<file path="src/rtl/cell_ram_loader.sv">
// -----------------------------------------------------------------------------
// cell_ram_loader
//
// Avalon-MM slave that loads the configuration of one cell row. Each PORT_WIDTH
// word written by the HPS bridge is one slot, which holds PORT_WIDTH/4 cells
// with a 4-bit LUT per cell. The block keeps a shadow copy of the whole row
// config. That copy drives set_ram and is also the source for slot readback.
// Each accepted slot write pulses that slot's we_ram bit for WE_CYCLES cycles.
// A CTRL write with bit0 set re-pulses every slot with the current shadow.
//
// Address map (word addresses):
//   0 .. SLOTS-1  slot s, read/write
//   SLOTS         CTRL, write-only; bit0 = 1 reloads all slots
//   SLOTS+1       STATUS, read-only; {wr_count[PORT_WIDTH-2:0], busy}
//
// Ports:
//   clk              clock
//   rst              asynchronous active-high reset
//   avs_address      Avalon word address
//   avs_write        write request
//   avs_writedata    write data
//   avs_read         read request (never stalled)
//   avs_readdata     read data, registered, valid the cycle after avs_read
//   avs_waitrequest  high while a we_ram pulse is in progress
//   we_ram           per-slot write enables to the cell row
//   set_ram          row config data (the shadow register)
//   busy             copy of avs_waitrequest for status/debug
// -----------------------------------------------------------------------------
module cell_ram_loader #(
    parameter int DIMX       = 64,
    parameter int PORT_WIDTH = 32,
    parameter int SLOTS      = DIMX * 4 / PORT_WIDTH,
    parameter int WE_CYCLES  = 1,
    parameter int ADDR_W     = $clog2(SLOTS + 2)
) (
    input  logic                  clk,
    input  logic                  rst,
    input  logic [ADDR_W-1:0]     avs_address,
    input  logic                  avs_write,
    input  logic [PORT_WIDTH-1:0] avs_writedata,
    input  logic                  avs_read,
    output logic [PORT_WIDTH-1:0] avs_readdata,
    output logic                  avs_waitrequest,
    output logic [SLOTS-1:0]      we_ram,
    output logic [DIMX*4-1:0]     set_ram,
    output logic                  busy
);

    localparam int CFG_W = DIMX * 4;
    localparam int WC_W  = PORT_WIDTH - 1;
    // The down-counter only needs to reach WE_CYCLES-1; keep at least one bit.
    localparam int CNT_W = (WE_CYCLES > 1) ? $clog2(WE_CYCLES) : 1;

    localparam logic [ADDR_W-1:0] CTRL_ADDR   = ADDR_W'(SLOTS);
    localparam logic [ADDR_W-1:0] STATUS_ADDR = ADDR_W'(SLOTS + 1);
    localparam logic [CNT_W-1:0]  CNT_LOAD    = CNT_W'(WE_CYCLES - 1);

    typedef enum logic [0:0] {
        ST_IDLE  = 1'b0,
        ST_PULSE = 1'b1
    } state_t;

    state_t                state_r;
    state_t                state_s;
    logic [CNT_W-1:0]      cnt_r;
    logic [CNT_W-1:0]      cnt_s;
    logic [SLOTS-1:0]      we_r;
    logic [SLOTS-1:0]      we_s;
    logic [CFG_W-1:0]      shadow_r;
    logic [CFG_W-1:0]      shadow_s;
    logic [WC_W-1:0]       wr_count_r;
    logic [WC_W-1:0]       wr_count_s;
    logic [PORT_WIDTH-1:0] readdata_r;
    logic [PORT_WIDTH-1:0] readdata_s;
    logic                  busy_s;
    logic [SLOTS-1:0]      slot_sel_s;

    // One-hot slot decode. It is all-zero for CTRL, STATUS and unmapped addresses.
    function automatic logic [SLOTS-1:0] slot_decode(input logic [ADDR_W-1:0] addr);
        logic [SLOTS-1:0] sel;
        sel = '0;
        for (int s = 0; s < SLOTS; s++) begin
            if (addr == ADDR_W'(s)) begin
                sel[s] = 1'b1;
            end else begin
                sel[s] = 1'b0;
            end
        end
        return sel;
    endfunction

    // Read mux: shadow slot, live STATUS, or zero for CTRL/unmapped.
    function automatic logic [PORT_WIDTH-1:0] read_word(
        input logic [ADDR_W-1:0] addr,
        input logic [CFG_W-1:0]  shadow,
        input logic [WC_W-1:0]   count,
        input logic              bsy
    );
        logic [PORT_WIDTH-1:0] word;
        word = '0;
        if (addr == STATUS_ADDR) begin
            word = {count, bsy};
        end else begin
            for (int s = 0; s < SLOTS; s++) begin
                if (addr == ADDR_W'(s)) begin
                    word = shadow[s*PORT_WIDTH +: PORT_WIDTH];
                end else begin
                    word = word;
                end
            end
        end
        return word;
    endfunction

    assign busy_s     = (state_r == ST_PULSE);
    assign slot_sel_s = slot_decode(avs_address);

    // Next-state logic for the pulse FSM, shadow, enables and completion counter.
    always_comb begin
        state_s    = state_r;
        cnt_s      = cnt_r;
        we_s       = we_r;
        shadow_s   = shadow_r;
        wr_count_s = wr_count_r;
        case (state_r)
            ST_IDLE: begin
                we_s = '0;
                // waitrequest is low in IDLE, so any avs_write here is accepted.
                if (avs_write && (slot_sel_s != '0)) begin
                    for (int s = 0; s < SLOTS; s++) begin
                        if (slot_sel_s[s]) begin
                            shadow_s[s*PORT_WIDTH +: PORT_WIDTH] = avs_writedata;
                        end else begin
                            shadow_s[s*PORT_WIDTH +: PORT_WIDTH] = shadow_r[s*PORT_WIDTH +: PORT_WIDTH];
                        end
                    end
                    we_s    = slot_sel_s;
                    cnt_s   = CNT_LOAD;
                    state_s = ST_PULSE;
                end else if (avs_write && (avs_address == CTRL_ADDR) && avs_writedata[0]) begin
                    // Reload: re-pulse every slot with the unchanged shadow.
                    we_s    = '1;
                    cnt_s   = CNT_LOAD;
                    state_s = ST_PULSE;
                end else begin
                    // CTRL with bit0=0, STATUS or unmapped writes are swallowed.
                    state_s = ST_IDLE;
                end
            end
            ST_PULSE: begin
                if (cnt_r == '0) begin
                    we_s       = '0;
                    wr_count_s = wr_count_r + WC_W'(1);
                    state_s    = ST_IDLE;
                end else begin
                    cnt_s = cnt_r - CNT_W'(1);
                end
            end
            default: begin
                we_s    = '0;
                state_s = ST_IDLE;
            end
        endcase
    end

    // Pulse FSM, shadow, enables and completion counter registers.
    always_ff @(posedge clk or posedge rst) begin
        if (rst) begin
            state_r    <= ST_IDLE;
            cnt_r      <= '0;
            we_r       <= '0;
            shadow_r   <= '0;
            wr_count_r <= '0;
        end else begin
            state_r    <= state_s;
            cnt_r      <= cnt_s;
            we_r       <= we_s;
            shadow_r   <= shadow_s;
            wr_count_r <= wr_count_s;
        end
    end

    // Read data select. It holds the last value when no read is issued, and
    // the mux sees pre-write register values, so a same-cycle write is not visible.
    always_comb begin
        readdata_s = readdata_r;
        if (avs_read) begin
            readdata_s = read_word(avs_address, shadow_r, wr_count_r, busy_s);
        end else begin
            readdata_s = readdata_r;
        end
    end

    // Read data register, fixed latency of one cycle.
    always_ff @(posedge clk or posedge rst) begin
        if (rst) begin
            readdata_r <= '0;
        end else begin
            readdata_r <= readdata_s;
        end
    end

    assign avs_readdata    = readdata_r;
    assign avs_waitrequest = busy_s;
    assign busy            = busy_s;
    assign we_ram          = we_r;
    assign set_ram         = shadow_r;

endmodule
</file>
<file path="config.mk">
export PLATFORM = sky130hd
export DESIGN_NAME = cell_ram_loader
export DESIGN_NICKNAME = d
export VERILOG_FILES = /design/src/rtl/cell_ram_loader.sv
export SDC_FILE = /design/constraint.sdc
export NUM_CORES = 1
export LEC_CHECK = 0
export CAP_MARGIN = 10
export CORE_AREA = 3 3 171 173
export CTS_CLUSTER_SIZE = 8
export DETAILED_ROUTE_END_ITERATION = 10
export DIE_AREA = 0 0 174 176
export PLACE_DENSITY = 0.85
export SLEW_MARGIN = 20
export SYNTH_ARGS = -nofsm -noshare
export SYNTH_HDL_FRONTEND = slang
export SYNTH_SLANG_ARGS = --single-unit
</file>
<file path="constraint.sdc">
create_clock -name clk -period 16.7 [get_ports clk]
set_input_delay 1.67 -clock clk [delete_from_list [all_inputs] [get_ports clk]]
set_output_delay 1.67 -clock clk [all_outputs]
set_load 0.05 [all_outputs]
</file>
==> qor.tcl, run 1 <==
set qor(die_area_um2) 30600
set qor(cts_buffer_depth) 3
set qor(num_rows) 61
set qor(area.sequential_um2) 8210
set qor(globalplace.congestion) 0.869
set qor(place_hpwl_mm) 32.6
set qor(post_synth_instance_area_um2) 15200
set qor(outcome) {complete, no violations}
set qor(ys.warnings.count) 0
set qor(synth_cells) 1267
set qor(drt_wl_total_mm) 49.6
set qor(synthXorXnorAreaFrac_pct) 1.73
set qor(cell_internal_pwr_mw) 1.90
set qor(globalRouteTotalUtil_pct) 31.7
set qor(finalSetupViolCount) 0
set qor(crit_top_cell) {sky130_fd_sc_hd__buf_4}
set qor(drt_iter0_markers) 1230
set qor(net-switching-power_mw) 1.28
set qor(synthDistinctLibCells) 46
set qor(grt_max_degree) 151
set qor(power.total_mw) 3.18
set qor(clock-root-buffer) {sky130_fd_sc_hd__clkbuf_16}
set qor(count_of_flip_flops_with_a_built_in_enable_after_synthesis) 0
set qor(wl_per_cell_um) 25.3
set qor(die_x_um) 174
set qor(antenna_found_initial) 1
set qor(cts_max_level) 2
set qor(yosys_register_bits) 328
set qor(fillCellCount) 1872
set qor(final_nets) 1620
set qor(synth_sequential_area_ratio_pct) 54.1
set qor(remaining_drc_errors) 0
set qor(via_count_of_the_first_global_routing_pass) 12500
set qor(total_leakage_power_nw) 8.64
set qor(ff2ff_path_depth) 4
set qor(dr.pass1.iters) 8
set qor(netSwitchingFraction_pct) 40.2
set qor(fin_skew_ns) 0.0125
set qor(numPortBuffers) 337
set qor(dieHeight_um) 176
set qor(utilization_pct) 72.2
set qor(tightest_slew_ns) 0.978
set qor(fin_tns_setup_ns) 0
set qor(yosys.area_share.simple_pct) 8.09
set qor(dominant_combinational_cell_family_by_area_after_synthesis) {multiplexers}
set qor(tritoncts) {done}
set qor(report.final.hold_viol_count) 0
set qor(setup_slack_ns) 12.47
set qor(syn2layout_area_growth_pct) 32.3
set qor(detailedPlace.worstSlack_ns) 11.90
set qor(synth.mux.area_fraction_pct) 21.8
set qor(io-pin-count) 338
set qor(max_slew_vio_count) 0
set qor(ctsHoldBuffers) 0
set qor(dpl.cell_count) 1909
set qor(floorplan.initialDensity_pct) 54.6
set qor(cts-buffers-inserted) 46
set qor(max-vdd-ir-drop_mv) 0.111
set qor(grt.overflow.total) 0
set qor(max-cap-violations) 0
set qor(worst_path_max_delay_cell) {sky130_fd_sc_hd__nor2_2}
set qor(endpoint_kind) {flop}
set qor(share_seq_of_total_power_pct) 34.9
set qor(quantity_of_gates_resized_following_cts) 0
set qor(vias) 12100
set qor(whs_path_depth) 1
set qor(fin_crit_sh_pct) 25.3
set qor(power.combinational.fraction_pct) 39.0
set qor(via_per_inst) 6.17
set qor(clock_latency_ns) 0.54
set qor(finalHoldWorstSlack_ns) 0.487
set qor(worstPathArrival_ns) 4.64
set qor(clock-sinks) 328
set qor(period_needed_ns) 4.23
set qor(max_stage_delay_ns) 0.67
set qor(critical_path_class) {primary input to flop}
set qor(fraction_of_final_layout_cells_with_drive_strength_greater_than_1_pct) 22.7
set qor(antenna_violating_nets_post_route) 0
set qor(fraction_of_registers_with_async_set_reset_pct) 100
set qor(syn_avg_cell_area_um2) 12.0
set qor(critPathMaxFanout) 32
set qor(synth_nets) 1308
set qor(timing.critical_path.cells) {clkdlybuf4s50_1 -> buf_4 -> nand3b_1 -> buf_4 -> nor2_2 -> nand3b_1 -> buf_4 -> mux2_2}
set qor(clkSlewWorstSetupHoldPaths_ns) 0.05
set qor(synth-adder-area-share_pct) 0.0825
set qor(highest_clock_frequency_the_design_can_meet_mhz) 236
set qor(cp.required_ns) 17.11
set qor(finish.cell_count_without_fillers) 1959
set qor(yosys_most_used_dff) {sky130_fd_sc_hd__dfrtp_1}
set qor(final_design_area_no_fill_um2) 20100
set qor(clkPwrFrac_pct) 26.1
set qor(power.density_cell_area_nw_per_um2) 158
set qor(maxSlewHeadroom_pct) 34.6
set qor(core_area_um2) 27800
set qor(hold_path.class) {flop to flop}
set qor(placed_area_um2) 18800
set qor(wire_length_of_the_first_global_routing_pass_mm) 75.3
set qor(rsz_0062_raised_after_global_routing) {false}
set qor(synth_compound_gate_area_share_pct) 11.2
set qor(post_cts_buffers) 0
set qor(startpoint_type) {primary input}
set qor(multi_input_area_um2) 6600
==> placed cells by master, fill, tap and decap left out, types with 5 or more instances in the layout <==
cell                              count
sky130_fd_sc_hd__dfrtp_1            328
sky130_fd_sc_hd__nand3_4              5
sky130_fd_sc_hd__a21oi_1             51
sky130_fd_sc_hd__a22o_1               5
sky130_fd_sc_hd__a31o_2               5
sky130_fd_sc_hd__a21o_1               8
sky130_fd_sc_hd__xor2_1               7
sky130_fd_sc_hd__mux2_2             262
sky130_fd_sc_hd__clkbuf_16           49
sky130_fd_sc_hd__o22a_1              19
sky130_fd_sc_hd__clkdlybuf4s50_1    334
sky130_fd_sc_hd__inv_1               10
sky130_fd_sc_hd__nand4_1              7
sky130_fd_sc_hd__a211oi_1             9
sky130_fd_sc_hd__o221ai_1             9
sky130_fd_sc_hd__a2bb2oi_1           16
sky130_fd_sc_hd__o22ai_1             18
sky130_fd_sc_hd__a221oi_1            16
sky130_fd_sc_hd__a31oi_1             18
sky130_fd_sc_hd__nand2b_1             8
sky130_fd_sc_hd__mux2i_1             35
sky130_fd_sc_hd__a22oi_1             23
sky130_fd_sc_hd__nand3_1             25
sky130_fd_sc_hd__nor2b_1             21
sky130_fd_sc_hd__xnor2_1             23
sky130_fd_sc_hd__nand2_1             78
sky130_fd_sc_hd__nor2_1              59
sky130_fd_sc_hd__o21ai_0             61
sky130_fd_sc_hd__buf_4               21
sky130_fd_sc_hd__nand3b_1            19
==> final timing paths <==
path / from / endpoint / slack [ns]
worst max register to register: avs_waitrequest$_DFF_PP0_ / set_ram[153]$_DFFE_PP0P_ / 13.93
worst max-delay path: avs_address[2] / set_ram[248]$_DFFE_PP0P_ / 12.47
worst min register to register: wr_count_r[30]$_DFFE_PP0P_ / wr_count_r[30]$_DFFE_PP0P_ / 0.49
min in group asynchronous: rst / set_ram[169]$_DFFE_PP0P_ / 1.69
worst min-delay path: wr_count_r[30]$_DFFE_PP0P_ / wr_count_r[30]$_DFFE_PP0P_ / 0.49
max in group asynchronous: rst / set_ram[83]$_DFFE_PP0P_ / 12.88
==> power by group through the flow <==
| stage | registers (mW) | clock network, mW | logic (mW) |
|---|---|---|---|
| 5_1_grt | 1.13 | 0.869 | 1.28 |
| 6_report | 1.11 | 0.830 | 1.24 |
| 3_5_place_dp | 1.11 | 0 | 1.23 |
| 3_3_place_gp | 1.10 | 0 | 1.22 |
| 2_1_floorplan | 1.64 | 0 | 0.246 |
| 4_1_cts | 1.10 | 0.834 | 1.24 |
==> layout make-up <==
cell class,instances,area share [%]
diodes,1,0.0125
clock buffers,49,6.11
inverters,11,0.268
multi-input cells,836,32.9
flip-flops and latches,328,40.9
well taps,378,2.36
repair buffers,356,17.5
==> cell families (layout without fill, tap and decap cells) <==
kind of cell               Yosys count  in the layout
AOI/OAI and AO/OA                  258            258
xor gates and xnor gates            30             30
adders and majority gates            1              1
buffers and inverters              103            416
DFF                                328            328
muxes                              297            297
other                                0              1
and+or+nand+nor                    250            250
==> critical path, delay by kind of cell <==
kind                   cells  cell delay, ns
multiplexers               1            0.35
buffers and inverters      4            1.42
AND/OR/NAND/NOR            3            1.16
==> layer usage <==
layer | GRT usage, % | vias up | share of wire [%] | wire (um)
met1 | 42.0 | 6098 | 39 | 19500
met3 | 7.57 | 133 | 9.0 | 4480
met2 | 51.1 | 614 | 47 | 23500
met4 | 11.9 | 0 | 4.2 | 2090
li1 | - | 5241 | - | -
met5 | 0 | - | 0 | 0
==> cells in the mapped netlist, types with 7 or more instances <==
library cell,instances,area (um2)
sky130_fd_sc_hd__clkbuf_1,39,146
sky130_fd_sc_hd__a21o_1,8,60.1
sky130_fd_sc_hd__a31oi_1,18,113
sky130_fd_sc_hd__a221oi_1,16,140
sky130_fd_sc_hd__a22oi_1,23,173
sky130_fd_sc_hd__dfrtp_1,328,8210
sky130_fd_sc_hd__inv_1,11,41.3
sky130_fd_sc_hd__a21oi_1,51,255
sky130_fd_sc_hd__nand2b_1,8,50.1
sky130_fd_sc_hd__o22a_1,19,166
sky130_fd_sc_hd__o22ai_1,18,113
sky130_fd_sc_hd__mux2_2,262,2950
sky130_fd_sc_hd__o221ai_1,9,78.8
sky130_fd_sc_hd__mux2i_1,35,350
sky130_fd_sc_hd__nand3_1,31,155
sky130_fd_sc_hd__a2bb2oi_1,16,140
sky130_fd_sc_hd__nor2_1,61,229
sky130_fd_sc_hd__nand4_1,7,43.8
sky130_fd_sc_hd__buf_1,11,41.3
sky130_fd_sc_hd__o21ai_0,61,305
sky130_fd_sc_hd__nor2b_1,23,144
sky130_fd_sc_hd__a211oi_1,9,67.6
sky130_fd_sc_hd__xor2_1,7,61.3
sky130_fd_sc_hd__xnor2_1,23,201
sky130_fd_sc_hd__nand2_1,79,297
sky130_fd_sc_hd__nand3b_1,19,143
sky130_fd_sc_hd__buf_2,36,180
==> flip-flops by register name (all words and copies together) (netlist names) <==
signal and count:
set_ram 256, we_ram 8, avs_waitrequest 1, avs_readdata 32, wr_count_r 31
Note: power is estimated with default switching activity, not from simulation.
==> inputs of run 2 (changes only) <==
CORE_AREA = 3 3 177 179   (was 3 3 171 173)
DIE_AREA = 0 0 180 182   (was 0 0 174 176)
PLACE_DENSITY = 0.8   (was 0.85)
clock period = 4.3 ns   (was 16.7 ns; I/O delays follow)
==> run 2 against run 1 <==
Effect of this change:
- die area increased by 7.0%
- core utilization decreased by 4.3 points
- clock power increased to 3.9 times the previous value
- setup slack got worse by 11 ns
- first-iteration DRC count decreased by 7.6%
- highest routed layer unchanged
==> qor.tcl, run 2 (synthesized netlist as in run 1, its figures left out) <==
set qor(outcome) {complete, no violations}
set qor(die_x_um) 180
set qor(die_area_um2) 32800
set qor(fillCellCount) 2170
set qor(dieHeight_um) 182
set qor(num_rows) 63
set qor(cts_buffer_depth) 3
set qor(globalRouteTotalUtil_pct) 30.1
set qor(area.sequential_um2) 8210
set qor(syn2layout_area_growth_pct) 33.2
set qor(grt.overflow.total) 0
set qor(total_leakage_power_nw) 8.73
set qor(max-cap-violations) 0
set qor(fin_skew_ns) 0.0127
set qor(vias) 12200
set qor(timing.reg2reg.setup_slack_ns) 1.86
set qor(worstPathArrival_ns) 3.18
set qor(largest_reg_flops) 256
set qor(dr.pass1.iters) 7
set qor(via_count_of_the_first_global_routing_pass) 12500
set qor(power.density_cell_area_nw_per_um2) 611
set qor(finalSetupViolCount) 0
set qor(utilization_pct) 68.0
set qor(clock-root-buffer) {sky130_fd_sc_hd__clkbuf_16}
set qor(fin_crit_sh_pct) 63.1
set qor(antenna_found_initial) 1
set qor(clkSlewWorstSetupHoldPaths_ns) 0.05
set qor(report.final.hold_viol_count) 0
set qor(layout.cells.most_common) {sky130_fd_sc_hd__clkdlybuf4s50_1}
set qor(remaining_drc_errors) 0
set qor(mostFrequentLayoutCells) {334 x sky130_fd_sc_hd__clkdlybuf4s50_1, 328 x sky130_fd_sc_hd__dfrtp_1, 262 x sky130_fd_sc_hd__mux2_2}
set qor(maxSlewHeadroom_pct) 38.2
set qor(drt_iter0_markers) 1137
set qor(place_hpwl_mm) 34.8
set qor(post_cts_buffers) 0
set qor(antenna_violating_nets_post_route) 0
set qor(core_area_um2) 29700
set qor(hold_path.class) {primary input to asynchronous set/reset pin}
set qor(via_per_inst) 6.12
set qor(period_needed_ns) 2.71
set qor(cts-buffers-inserted) 46
set qor(fraction_of_final_layout_cells_with_drive_strength_greater_than_1_pct) 23.3
set qor(quantity_of_gates_resized_following_cts) 0
set qor(tightest_slew_ns) 0.921
set qor(final_nets) 1636
set qor(startpoint_type) {primary input}
set qor(clock_latency_ns) 0.53
set qor(highest_clock_frequency_the_design_can_meet_mhz) 368
set qor(floorplan.initialDensity_pct) 51.0
set qor(fin_tns_setup_ns) 0
set qor(drt_wl_total_mm) 50.6
set qor(multi_input_area_um2) 6550
set qor(grt_max_degree) 110
set qor(endpoint_kind) {flop}
set qor(io-pin-count) 338
set qor(max_slew_vio_count) 0
set qor(rsz_0062_raised_after_global_routing) {false}
set qor(wire_length_of_the_first_global_routing_pass_mm) 76.8
set qor(numPortBuffers) 337
set qor(cp.required_ns) 4.77
set qor(clock-sinks) 328
set qor(critical_path_class) {primary input to flop}
set qor(tritoncts) {done}
set qor(ctsHoldBuffers) 0
set qor(wl_per_cell_um) 25.5
set qor(max-vdd-ir-drop_mv) 0.451
set qor(globalplace.congestion) 0.861
set qor(critPathMaxFanout) 17
set qor(cts_max_level) 2
-- run 2: path summary, 6_finish.rpt --
path / cells past startpoint / to / start
min in group clk: 2 / avs_readdata[20]$_DFFE_PP0P_ / avs_read
hold / removal: 2 / set_ram[135]$_DFFE_PP0P_ / rst
hold reg to reg: 1 / wr_count_r[30]$_DFFE_PP0P_ / wr_count_r[30]$_DFFE_PP0P_
setup reg to reg: 5 / set_ram[140]$_DFFE_PP0P_ / avs_waitrequest$_DFF_PP0_
max in group asynchronous: 3 / set_ram[108]$_DFFE_PP0P_ / rst
setup / recovery: 8 / avs_readdata[4]$_DFFE_PP0P_ / avs_address[3]
-- run 2: power by group --
part / switching, mW / leakage (nW) / internal [mW]
clock: 1.24 / 0.604 / 1.97
sequential: 0.567 / 4.13 / 3.73
combinational: 3.15 / 3.99 / 1.68
total: 4.96 / 8.73 / 7.38
-- run 2: worst max-delay path: stages --
cell and delay, ns:
sky130_fd_sc_hd__clkdlybuf4s50_1 0.70, sky130_fd_sc_hd__buf_4 0.23, sky130_fd_sc_hd__or3b_1 0.64, sky130_fd_sc_hd__nor2_2 0.46, sky130_fd_sc_hd__buf_4 0.33, sky130_fd_sc_hd__nand2_1 0.08, sky130_fd_sc_hd__a21oi_1 0.16, sky130_fd_sc_hd__a31o_2 0.13
-- run 2: per-layer routing --
metal	share of wire, %	routed length, um	vias up	GRT usage (%)
li1	-	-	5255	-
met1	40	20200	6211	39.6
met2	47	24000	571	48.5
met3	8.2	4160	121	6.61
met4	4.5	2270	0	12.9
met5	0	0	-	0
-- run 2: area by class of cell --
class	count	area share, %
Clock buffer	49	6.07
Antenna cell	2	0.0248
Tap cell	390	2.42
Timing Repair Buffer	372	18.2
Multi-Input combinational cell	836	32.4
Sequential cell	328	40.6
Inverter	11	0.223
-- run 2: stage by stage --
| stage | area, um2 | setup WS (ns) | total power, mW | instances | hold slack [ns] |
|---|---|---|---|---|---|
| floorplan | 15200 | -0.509 | 7.32 | 1267 | 0.446 |
| global placement | 19000 | 1.16 | 9.05 | 1937 | 0.477 |
| detailed placement | 19000 | 1.08 | 9.14 | 1937 | 0.478 |
| CTS | 20200 | 1.61 | 12.4 | 1986 | 0.318 |
| global route | 20200 | 1.46 | 12.7 | 1987 | 0.363 |
| finish | 20200 | 1.59 | 12.3 | 1988 | 0.309 |
